<file path="src/rtl/inst_mem_pkg.sv">
// Shared definitions for the instruction memory: the geometry that the fetch
// side and the loader both use, and the loader FSM states.
package inst_mem_pkg;

    localparam int unsigned INST_A = 16;
    localparam int unsigned INST_W = 9;

    typedef enum logic [1:0] {
        IDLE  = 2'd0,
        LOAD  = 2'd1,
        CHECK = 2'd2,
        DONE  = 2'd3
    } loader_state_t;

endpackage

</file>
<file path="src/rtl/inst_mem_loader.sv">
// Instruction memory loader: streams W-bit words from a valid/ready source into
// consecutive RAM addresses starting at 0, holding the CPU off while loading.
// Optional feature macro: LOADER_CHECKSUM_EN (trailing XOR checksum beat).
import inst_mem_pkg::*;

module inst_mem_loader #(
    parameter int unsigned A     = INST_A,
    parameter int unsigned W     = INST_W,
    parameter int unsigned DEPTH = 1024
) (
    input  logic         Clk,
    input  logic         Reset_n,
    input  logic         Start,
    input  logic [W-1:0] InData,
    input  logic         InValid,
    input  logic         InLast,
    output logic         InReady,
    output logic         WrEn,
    output logic [A-1:0] WrAddr,
    output logic [W-1:0] WrData,
    output logic         CpuHold,
    output logic         Done,
    output logic         Error,
    output logic [A:0]   WordCount
);

    localparam logic [A-1:0] LAST_ADDR = A'(DEPTH - 1);

    loader_state_t state_q, state_d;
    logic [A-1:0]  addr_q, addr_d;
    logic [A:0]    count_d;
    logic          wr_en_d;
    logic [A-1:0]  wr_addr_d;
    logic [W-1:0]  wr_data_d;
    logic          hold_d, done_d, err_d;
    logic          beat;

`ifdef LOADER_CHECKSUM_EN
    logic [W-1:0]  csum_q, csum_d;
`endif

    // Source may only transfer while a data or checksum word is expected.
`ifdef LOADER_CHECKSUM_EN
    assign InReady = (state_q == LOAD) || (state_q == CHECK);
`else
    assign InReady = (state_q == LOAD);
`endif

    assign beat = InValid && InReady;

    // State and registered outputs.
    always_ff @(posedge Clk or negedge Reset_n) begin
        if (!Reset_n) begin
            state_q   <= IDLE;
            addr_q    <= '0;
            WordCount <= '0;
            WrEn      <= 1'b0;
            WrAddr    <= '0;
            WrData    <= '0;
            CpuHold   <= 1'b0;
            Done      <= 1'b0;
            Error     <= 1'b0;
`ifdef LOADER_CHECKSUM_EN
            csum_q    <= '0;
`endif
        end else begin
            state_q   <= state_d;
            addr_q    <= addr_d;
            WordCount <= count_d;
            WrEn      <= wr_en_d;
            WrAddr    <= wr_addr_d;
            WrData    <= wr_data_d;
            CpuHold   <= hold_d;
            Done      <= done_d;
            Error     <= err_d;
`ifdef LOADER_CHECKSUM_EN
            csum_q    <= csum_d;
`endif
        end
    end

    // Next-state and next-output logic; addr stops at the final word instead of wrapping.
    always_comb begin
        state_d   = state_q;
        addr_d    = addr_q;
        count_d   = WordCount;
        wr_en_d   = 1'b0;
        wr_addr_d = WrAddr;
        wr_data_d = WrData;
        hold_d    = CpuHold;
        done_d    = Done;
        err_d     = Error;
`ifdef LOADER_CHECKSUM_EN
        csum_d    = csum_q;
`endif
        case (state_q)
            IDLE, DONE: begin
                if (Start) begin
                    state_d = LOAD;
                    addr_d  = '0;
                    count_d = '0;
                    hold_d  = 1'b1;
                    done_d  = 1'b0;
                    err_d   = 1'b0;
`ifdef LOADER_CHECKSUM_EN
                    csum_d  = '0;
`endif
                end
            end
            LOAD: begin
                if (beat) begin
                    wr_en_d   = 1'b1;
                    wr_addr_d = addr_q;
                    wr_data_d = InData;
                    count_d   = WordCount + (A+1)'(1);
`ifdef LOADER_CHECKSUM_EN
                    csum_d    = csum_q ^ InData;
`endif
                    if (InLast) begin
`ifdef LOADER_CHECKSUM_EN
                        state_d = CHECK;
`else
                        state_d = DONE;
                        hold_d  = 1'b0;
                        done_d  = 1'b1;
`endif
                    end else if (addr_q == LAST_ADDR) begin
                        state_d = DONE;
                        hold_d  = 1'b0;
                        done_d  = 1'b1;
                        err_d   = 1'b1;
                    end else begin
                        addr_d = addr_q + A'(1);
                    end
                end
            end
`ifdef LOADER_CHECKSUM_EN
            CHECK: begin
                if (beat) begin
                    state_d = DONE;
                    hold_d  = 1'b0;
                    done_d  = 1'b1;
                    err_d   = (InData != csum_q);
                end
            end
`endif
            default: state_d = IDLE;
        endcase
    end

endmodule

</file>
<file path="config.mk">
export PLATFORM = sky130hd
export DESIGN_NAME = inst_mem_loader
export DESIGN_NICKNAME = d
export VERILOG_FILES = /design/src/rtl/inst_mem_pkg.sv /design/src/rtl/inst_mem_loader.sv
export SDC_FILE = /design/constraint.sdc
export NUM_CORES = 1
export LEC_CHECK = 0
export CAP_MARGIN = 30
export CORE_ASPECT_RATIO = 0.5
export CORE_MARGIN = 8
export CORE_UTILIZATION = 42
export DETAILED_ROUTE_END_ITERATION = 10
export HOLD_SLACK_MARGIN = 0.1
export MAX_ROUTING_LAYER = met4
export PLACE_DENSITY = 0.76
export SYNTH_ARGS = -nofsm -noshare
export SYNTH_HDL_FRONTEND = slang
export SYNTH_SLANG_ARGS = --single-unit
</file>
<file path="constraint.sdc">
create_clock -name Clk -period 6.8 [get_ports Clk]
set_input_delay 0.68 -clock Clk [delete_from_list [all_inputs] [get_ports Clk]]
set_output_delay 0.68 -clock Clk [all_outputs]
set_load 0.03 [all_outputs]
</file>
### Word-level counts from Yosys, hierarchy flattened

Index checks and enable logic that the tools add are counted.

* add/sub/neg operators: 2
* multiply operators: 0
* divide/modulo/power cells: 0
* order comparisons: 0
* eq/ne operators: 9
* shift-type cells: 0
* mux-type cells: 28
* bitwise gates (word level): 0
* reduce and logical (&&, ||, !) cells: 10

Operators with widths (count)
* 16-bit two-way mux: 4
* 17-bit two-way mux: 2
* 17-bit case mux with 2 select lines: 1
* 16-bit case mux with 2 select lines: 1
* 17-bit by 1-bit adder with 17-bit output, second input constant: 1
* 16-bit by 1-bit adder with 16-bit output, second input constant: 1
* 16-bit by 10-bit equality test with 1-bit output, second input constant: 1
* 1-bit two-way mux: 12
* 5-bit AND reduction: 2
* 2-bit two-way mux: 4
* 2-bit != test, second input constant: 3
* 1-bit case mux with 2 select lines: 3
* 3-bit AND reduction: 2
* 2-bit by 1-bit != test with 1-bit output, second input constant: 2
* 2-bit case mux with 2 select lines: 1
* 4-bit AND reduction: 1
* 3-bit by 2-bit != test with 1-bit output, second input constant: 1
* 2-bit by 1-bit equality test with 1-bit output, second input constant: 1
* 2-bit equality test, second input constant: 1
* 2-bit logical NOT: 1
* 2-bit AND reduction: 1
* 2-bit nonzero test: 1
* 2-bit OR reduction: 1
* 1-bit logical AND: 1

* bits in registers: 64
* latch bits: 0
* bits in writable memories: 0
* bits in read-only memories: 0
* word-level logic and storage cells: 58
* memories: 0

### Longest topological paths before layout

Gate-level depths: netlist of run 1.

* word-level depth: 5
* gate-level depth with buffers: 9
* depth with buffers taken out: 6

### Worst setup path before layout of run 1

OpenSTA, ideal clock, no wires.

* path kind: reg-to-reg
* start: register state_q[0]
* end: register WordCount[15]
* library setup time: 0.078 ns
* data arrival time: 2.148 ns
* required time: 6.722 ns
* path slack: 4.574 ns
* cell stages (with the launch flop): 9
* cell sequence: dfrtp_1 -> inv_1 -> ha_1 -> nor2b_4 -> buf_6 -> or4_4 -> buf_6 -> or4_1 -> a21oi_1

* cells in the longest elaborated chain, start to end: 4

RTL lines
* start, declared: RTL line inst_mem_loader.sv:29 `loader_state_t state_q, state_d;`
* start signal, assigned: RTL line inst_mem_loader.sv:67 `state_q <= state_d;`
* 2-bit equality test (tied with other cells): RTL line inst_mem_loader.sv:96 `case (state_q)`
* 2-bit OR reduction / 1-bit logical AND (equally long branches): RTL line inst_mem_loader.sv:96, inst_mem_loader.sv:49
* 2-bit != test (no line) (tied with other cells)
* 3-bit AND reduction (no line)
* end signal, assigned: RTL line inst_mem_loader.sv:69 `WordCount <= count_d;`
* end, declared: RTL line inst_mem_loader.sv:24 `output logic [A:0] WordCount`

Parallel ways exist; a longest one is shown, timed or not.
A chain may end at the register's enable or synchronous reset.

### Final worst setup path of run 1

* start: register state_q[1]
* end: register addr_q[11]

* cells in the longest elaborated chain, start to end: 4

RTL lines
* 2-bit equality test (tied with other cells): RTL line inst_mem_loader.sv:96
* 2-bit OR reduction / 1-bit logical AND (equally long branches): RTL line inst_mem_loader.sv:96, inst_mem_loader.sv:49
* 2-bit != test (no line) (tied with other cells)
* 5-bit AND reduction (no line)
* end signal, assigned: RTL line inst_mem_loader.sv:68 `addr_q <= addr_d;`
* end, declared: RTL line inst_mem_loader.sv:30 `logic [A-1:0] addr_q, addr_d;`

Parallel ways exist; a longest one is shown, timed or not.

==> results.txt, run 1 <==
The run finished with clean final reports. Broken down by cell family, the worst path's largest delay share belongs to compound AO/OA/AOI/OAI gates. By instance count, the leading cell after synthesis is dfrtp_1. The maximum frequency from static timing analysis is 0.3289 GHz.

The area share of the leading cell type in the synthesized netlist came out at 0.5184. Counting instances in the post-synthesis netlist gives the leading cell types as dfrtp_1, nand2_1, o21ai_0. For this run, the register share of the synthesized area comes to 0.5184. The width of the chip is 137.3 um. The library cell occupying the most area in the post-synthesis netlist is dfrtp_1.

The clock period could shrink to 3.041 ns. Across the run, the number of max-cap violations was 0. The global-route usage over all layers is 0.1486.

STA classifies the critical path endpoint as a flip-flop. The post-layout instance count excluding filler cells is about 460. The effective utilization at floorplan is 0.4267. The design area came out at 0.004015 sq mm. In this run the clock root is driven by a clkbuf_16. Entering global routing, the biggest net connects 65 pins.

The ratio of cells with drive above 1 in the final layout came out at 0.1226. The signal on the critical path passes through inv_1, ha_1, and2b_4, or3_1, o31ai_2, a31oi_1. The clock drives 64 sinks. The area overhead of the layout relative to synthesis came out at 29.97%.

The type of the most critical hold path is reg -> reg. The overflow left after global routing is 0. The number of cells produced by synthesis came out at slightly below 300. The count of boundary I/O pins came out at 61. The quantity of hold-fixing buffers added after cts is 0.

The later-pin clock latency in the skew report is 0.32 ns. The total standard cell area after synthesis is between 0.003 and 0.004 sq mm. For this run, the leading register cell type out of synthesis is dfrtp_1. The remaining routing DRC violations is 0. The clock-pin slew on the worst setup and hold paths came out at 0.05 ns.

The maximum VDD drop came out at around 0.00016 V. The number of distinct library cells after synthesis came out at 51. The cell area after placement is 0.003760 sq mm.

The number of buffers on the longest clock path came out at 2. The via count normalized by instance count came out at 5.701. In this run the vertical extent of the chip is 76.65 um. By startpoint and endpoint, the worst setup path is classified as reg -> reg. Setup repair after global routing left no endpoint under its margin. The wire-length estimate of the detail-placed layout is between 5000 and 6000 um.

A synthesized cell averages around 10 sq um. The die footprint came out at 0.01052 sq mm. The normalized max-slew margin is 0.2700. The post-CTS setup repair buffer count is 0. The average wire per cell in the routed design is 16.36 um. In this run the tool buffered the top-level ports with 60 buffer cells. The minimum setup slack in the final design came out at 3.759 ns. The category of the worst setup path launch point is a flip-flop. The detailed router placed 2594 vias in this run.

The transition at the pin with the smallest max-transition slack came out at 1.088 ns. The count of yosys warnings during synthesis came out at 0. The first-pass detailed-route iteration total is 5.

On the critical path, the stage with the largest delay is an instance of o31ai_2. The final hold violation count was 0. Adding up every negative setup slack in the final design gives 0 ns. The detail route stage leaves a number of antenna-violating nets equal to 0. For this block, the routed nets add up to 7445 um of wire. The initial antenna violation count came out at 0. The floorplan step defined a core boundary enclosing 0.007239 sq mm. The async set-reset flop share out of synthesis came out at 1.000. Counting both buffers and inverters, the worst setup path holds a total of 1. TritonCTS built the clock tree.

The setup skew after layout came out at 0.004547 ns. The worst-path maximum fanout came out at 21. The number of cell rows came out at 22. The via count of the first global-routing pass is 2489. The post-placement worst setup slack came out at 3.554 ns. Routability-driven placement finished with a final weighted congestion of 0.8568.

The flop and latch count out of synthesis came out at 64. The wire length of the first global-routing pass is 12350 um. At the end of the flow, the number of nets in the layout was 374. The post-synth net total is 314. The count of flip-flops with a built-in enable after synthesis came out at 0. The total number of H-tree levels is 3.

The leakage power is 1.632 nW. By area the synthesized netlist is led by dfrtp_1, mux2_2, o21ai_0. Dividing the final minimum period by the clock period gives 0.4472.

The number of failing setup endpoints in the final timing report came out at 0. The largest stage delay on the critical path is between 0.9 and 1 ns. The power density over the cells is about 360 mW/mm^2.

For this block, the initial DRC count from the detailed router was 252. The required time at the endpoint of the critical path is 6.95 ns. The critical path arrival came out at 3.19 ns. In this run, placement finished with an instance count of 441. Measured on the finished design, the core utilization comes to 0.5546. In this run, CTS created clock tree buffers numbering 9. The number of slew-limit violations in the final report came out at 0. The number of fillers in the final layout came out at 638.

The antenna diode count is 0. The count of cells resized by post-cts repair is 0.
==> cell families after synthesis <==
| logic type | Yosys count | synth area share |
|---|---|---|
| simple gates | 101 | 0.1908 |
| compound gates | 73 | 0.1515 |
| flops | 64 | 0.5184 |
| buf+inv | 31 | 0.04374 |
| mux | 19 | 0.06804 |
| xor+xnor | 4 | 0.01134 |
| fa+ha+maj | 4 | 0.01620 |
==> layout make-up <==
cell class	count	area (sq um)	share of cell area
multi-input combinational	201	1353	0.3369
clock buffer	13	250.2	0.06232
inverter	16	60.06	0.01496
timing repair buffer	64	625.6	0.1558
tap	96	120.1	0.02992
clock inverter	1	5.005	0.001246
sequential	64	1602	0.3989
==> path summary, 6_finish.rpt <==
kind	start	to	slack, ns	depth (start not counted)
min	WrAddr[13]$_DFFE_PN0P_	WrAddr[13]$_DFFE_PN0P_	0.48	2
min in group asynchronous	Reset_n	addr_q[7]$_DFFE_PN0P_	0.53	2
min reg2reg	WrAddr[13]$_DFFE_PN0P_	WrAddr[13]$_DFFE_PN0P_	0.48	2
max in group asynchronous	Reset_n	WrAddr[8]$_DFFE_PN0P_	5.75	2
max reg2reg	state_q[1]$_DFFE_PN0P_	addr_q[11]$_DFFE_PN0P_	3.76	6
max	state_q[1]$_DFFE_PN0P_	addr_q[11]$_DFFE_PN0P_	3.76	6
==> worst register-to-register path: stages, from the launching register on <==
cell	delay, ns
dfrtp_1	0.37
inv_1	0.06
ha_1	0.42
and2b_4	0.31
or3_1	0.55
o31ai_2	0.95
a31oi_1	0.20
==> report_power, final <==
part | switching [mW] | leakage (nW) | internal (mW)
sequential | 0.0437 | 0.862 | 0.443
combinational | 0.354 | 0.645 | 0.211
clock | 0.153 | 0.126 | 0.252
total | 0.551 | 1.63 | 0.905
==> placed cells by master, fill, tap and decap left out, drive strengths merged, types with 7 or more instances in the layout <==
cell type	n
a31oi	14
o31ai	9
inv	16
mux2	16
clkdlybuf4s50	59
dfrtp	64
a21oi	11
or4	10
nand2	26
o21ai	21
clkbuf	13
nor4	7
nand4	7
nand3	16
==> stage by stage <==
step	power, mW	hold slack, ns
floorplan	0.8672	0.3844
global placement	1.034	0.4709
detailed placement	1.059	0.4751
CTS	1.462	0.4868
global route	1.530	0.5164
finish	1.456	0.4778
==> sequential cells by signal, summed over array words and instances (netlist names) <==
register / count
CpuHold: 1
Done: 1
Error: 1
WordCount: 17
WrAddr: 16
WrData: 9
WrEn: 1
addr_q: 16
state_q: 2
==> per-layer routing <==
| layer | up-vias | wire (um) | global-route usage |
|---|---|---|---|
| met1 | 1278 | 3246 | 0.1784 |
| met2 | 81 | 3620 | 0.2339 |
| met3 | 9 | 487 | 0.04079 |
| met5 | - | 0 | - |
| li1 | 1226 | - | - |
| met4 | 0 | 89 | 0.05490 |
(Power assumes the default switching activity.)
==> run 2: changes to the inputs <==
==> constraint.sdc (replaced) <==
create_clock -name Clk -period 3.2 [get_ports Clk]
set_input_delay 0.32 -clock Clk [delete_from_list [all_inputs] [get_ports Clk]]
set_output_delay 0.32 -clock Clk [all_outputs]
set_load 0.03 [all_outputs]
==> run 2 against run 1 <==
Worst hold slack improved by 0.0080 ns. Clock power increased to 2.8 times the previous value. Largest cell class unchanged. Clock skew increased by 0.00086 ns.
==> results.txt, run 2 (same netlist as run 1, synthesis figures left out) <==
The first-pass detailed-route iteration total is 4 (was 5). The detailed-route via count came to 2575 (was 2594). The number of nets with antenna violations after detailed routing is 0 (unchanged).

The leakage power was 1.685 nW (was 1.632 nW). The number of failing setup endpoints in the final timing report came out at 0 (unchanged). The area of the core was 0.007239 sq mm (unchanged).

The transition at the pin with the smallest max-transition slack was 0.7168 ns (was 1.088 ns). The required time at the endpoint of the critical path is 3.44 ns (was 6.95 ns). The wire length of the first global-routing pass is 12850 um (was 12350 um). The global-route usage over all layers was 0.1555 (was 0.1486). Result of the run: finished, final reports clean (unchanged). Highest-count cells in the layout ignoring fill and taps: dfrtp_1, clkdlybuf4s50_1, nand2_1 (unchanged). The switching share of total power is 0.3541 (was 0.3782). The post-CTS setup repair buffer count is 0 (unchanged). The area overhead of the layout relative to synthesis came to 33.50% (was 29.97%).

The later-pin clock latency in the skew report came to 0.33 ns (was 0.32 ns). The number of violations of the max-capacitance limit is 0 (unchanged). The number of flip-flops in the largest register is 17 (unchanged). The critical path arrival was 2.81 ns (was 3.19 ns). The category of the worst setup path launch point was a flip-flop (unchanged). The type of the most critical hold path is reg -> reg (unchanged).

The post-layout instance count excluding filler cells is 459 (was 455). The number of buffer cells added on primary ports is 60 (unchanged). The antenna diode count is 0 (unchanged). The CTS buffer count came out at 9 (unchanged).

The effective utilization at floorplan is 0.4267 (unchanged). The maximum number of pins on one net before global-route repair came out at 42 (was 65). The remaining routing DRC violations came to 0 (unchanged).

The number of cell rows is 22 (unchanged). The via count normalized by instance count is 5.610 (was 5.701). Leading registers by flop count: WordCount (17), WrAddr (16), addr_q (16) (unchanged). The power density over the cells was 820.7 mW/mm^2 (was 362.7 mW/mm^2).

The post-route setup TNS came out at 0 ns (unchanged). The sum of routed wire length over all layers came out at 7633 um (was 7445 um). The number of nets in the finished design came out at 376 (was 374). The minimum setup slack in the final design came out at 0.6290 ns (was 3.759 ns). The ratio of cells with drive above 1 in the final layout is 0.1350 (was 0.1226). The half-perimeter wire length of the detailed placement result came to 5258 um (was 5164 um). The clock-pin slew on the worst setup and hold paths came out at 0.05 ns (about the same). The maximum frequency from static timing analysis came to 0.3889 GHz (was 0.3289 GHz).

The number of clock sinks is 64 (unchanged). The proportion of power drawn by flip-flops and latches came to 0.306 (was 0.334). The post-layout minimum cycle time is 2.571 ns (was 3.041 ns). The normalized max-slew margin is 0.5221 (was 0.2700).

The design area came out at 0.004124 sq mm (was 0.004015 sq mm). The final hold violation count came out at 0 (unchanged). The quantity of hold-fixing buffers added after cts is 1 (was 0). The register with the most flip-flops was WordCount (unchanged). The switching power of the nets came out at 1.198 mW (was 0.5507 mW). The count of boundary I/O pins was 61 (unchanged). The final critical-path share of the clock period came out at 0.8035 (was 0.4472). The cell area after placement came out at 0.003767 sq mm (was 0.003760 sq mm). The initial antenna violation count came out at 0 (unchanged). The post-placement worst setup slack is 0.6851 ns (was 3.554 ns). The total number of H-tree levels is 3 (unchanged). The setup skew after layout came out at 0.005404 ns (was 0.004547 ns). The root buffer cell is clkbuf_16 (unchanged). The clock power share is 0.333 (was 0.278).

The combinational group share of total power came out at 0.361 (was 0.388). The via count of the first global-routing pass is 2627 (was 2489). The worst-path maximum fanout was 21 (unchanged). The commonest non-fill, non-tap cell in the layout was dfrtp_1 (unchanged). The global placement routability congestion came out at 0.8512 (was 0.8568).

The maximum VDD drop came out at 0.0004180 V (was 0.0001606 V). The clock tree from TritonCTS is yes (unchanged). Setup repair after global routing missed its margin: no (unchanged). The number of cells after detailed placement came out at 442 (was 441). The width of the chip came out at 137.3 um (unchanged). The die footprint is 0.01052 sq mm (unchanged). The vertical die dimension is 76.65 um (unchanged). The violation count after the first detailed-routing iteration is 215 (was 252). The overflow left after global routing came out at 0 (unchanged). The internal power came out at 2.186 mW (was 0.9054 mW). The count of cells resized by post-cts repair is 0 (unchanged). The number of slew-limit violations in the final report came out at 0 (unchanged).

The sort of element at the end of the critical path is a flip-flop (unchanged). The average wire per cell in the routed design is 16.63 um (was 16.36 um). The number of fillers in the final layout is 610 (was 638). The number of buffers on the longest clock path is 2 (unchanged). The type of the worst setup path is reg -> reg (unchanged).
-- run 2: changes by cell type in the layout (fill, tap and decap cells not counted), sizes merged --
cell	delta
bufinv	+3
clkbuf	-2
buf	+1
clkinv	+1
dlygate4sd3	+1
-- run 2: critical path, cell delays in order (launching register included) --
cell and delay (ns):
dfrtp_1 0.37, inv_1 0.07, ha_1 0.43, and2b_4 0.31
or3_1 0.54, or4_1 0.57, a21oi_1 0.20
-- run 2: layer usage --
layer	part of all wire	GRT usage	vias to the layer above	wire [um]
met5	0	-	-	0
met4	0.020	0.06997	0	152
met3	0.059	0.03487	20	453
met2	0.50	0.2465	78	3779
met1	0.43	0.1855	1250	3248
li1	-	-	1227	-
-- run 2: area by class of cell --
class | instances | area [sq um] | share of cell area
clock buffer | 11 | 242.7 | 0.05886
clock inverter | 5 | 103.9 | 0.02518
inverter | 16 | 60.06 | 0.01456
multi-input combinational | 201 | 1353 | 0.3280
sequential | 64 | 1602 | 0.3884
tap | 96 | 120.1 | 0.02913
timing repair buffer | 66 | 643.1 | 0.1559
-- run 2: power by group through the flow --
| stage | Sequential [mW] | Clock (mW) | Combinational, mW |
|---|---|---|---|
| finish | 1.04 | 1.13 | 1.22 |
| global route | 1.05 | 1.18 | 1.31 |
| CTS | 1.04 | 1.14 | 1.23 |
| detailed placement | 1.05 | 0 | 1.22 |
| global placement | 1.03 | 0 | 1.18 |
| floorplan | 1.23 | 0 | 0.609 |
-- run 2: final timing paths --
| check | slack (ns) | startpoint | end | cells past startpoint |
|---|---|---|---|---|
| worst max-delay path | 0.63 | state_q[1]$_DFFE_PN0P_ | WordCount[8]$_DFFE_PN0P_ | 6 |
| worst min-delay path | 0.49 | WrAddr[12]$_DFFE_PN0P_ | WrAddr[12]$_DFFE_PN0P_ | 2 |
| worst max register to register | 0.63 | state_q[1]$_DFFE_PN0P_ | WordCount[8]$_DFFE_PN0P_ | 6 |
| worst min register to register | 0.49 | WrAddr[12]$_DFFE_PN0P_ | WrAddr[12]$_DFFE_PN0P_ | 2 |
| max in group asynchronous | 1.77 | Reset_n | addr_q[4]$_DFFE_PN0P_ | 3 |
| min in group asynchronous | 0.51 | Reset_n | WrAddr[0]$_DFFE_PN0P_ | 2 |
-- run 2: through the flow --
stage	hold WS, ns	utilization	total power, mW
6_report	0.4858	0.5697	3.384
5_1_grt	0.5130	0.5697	3.544
4_1_cts	0.4911	0.5697	3.403
3_5_place_dp	0.3464	0.5204	2.263
3_3_place_gp	0.3201	0.5204	2.218
2_1_floorplan	0.02441	-	1.843
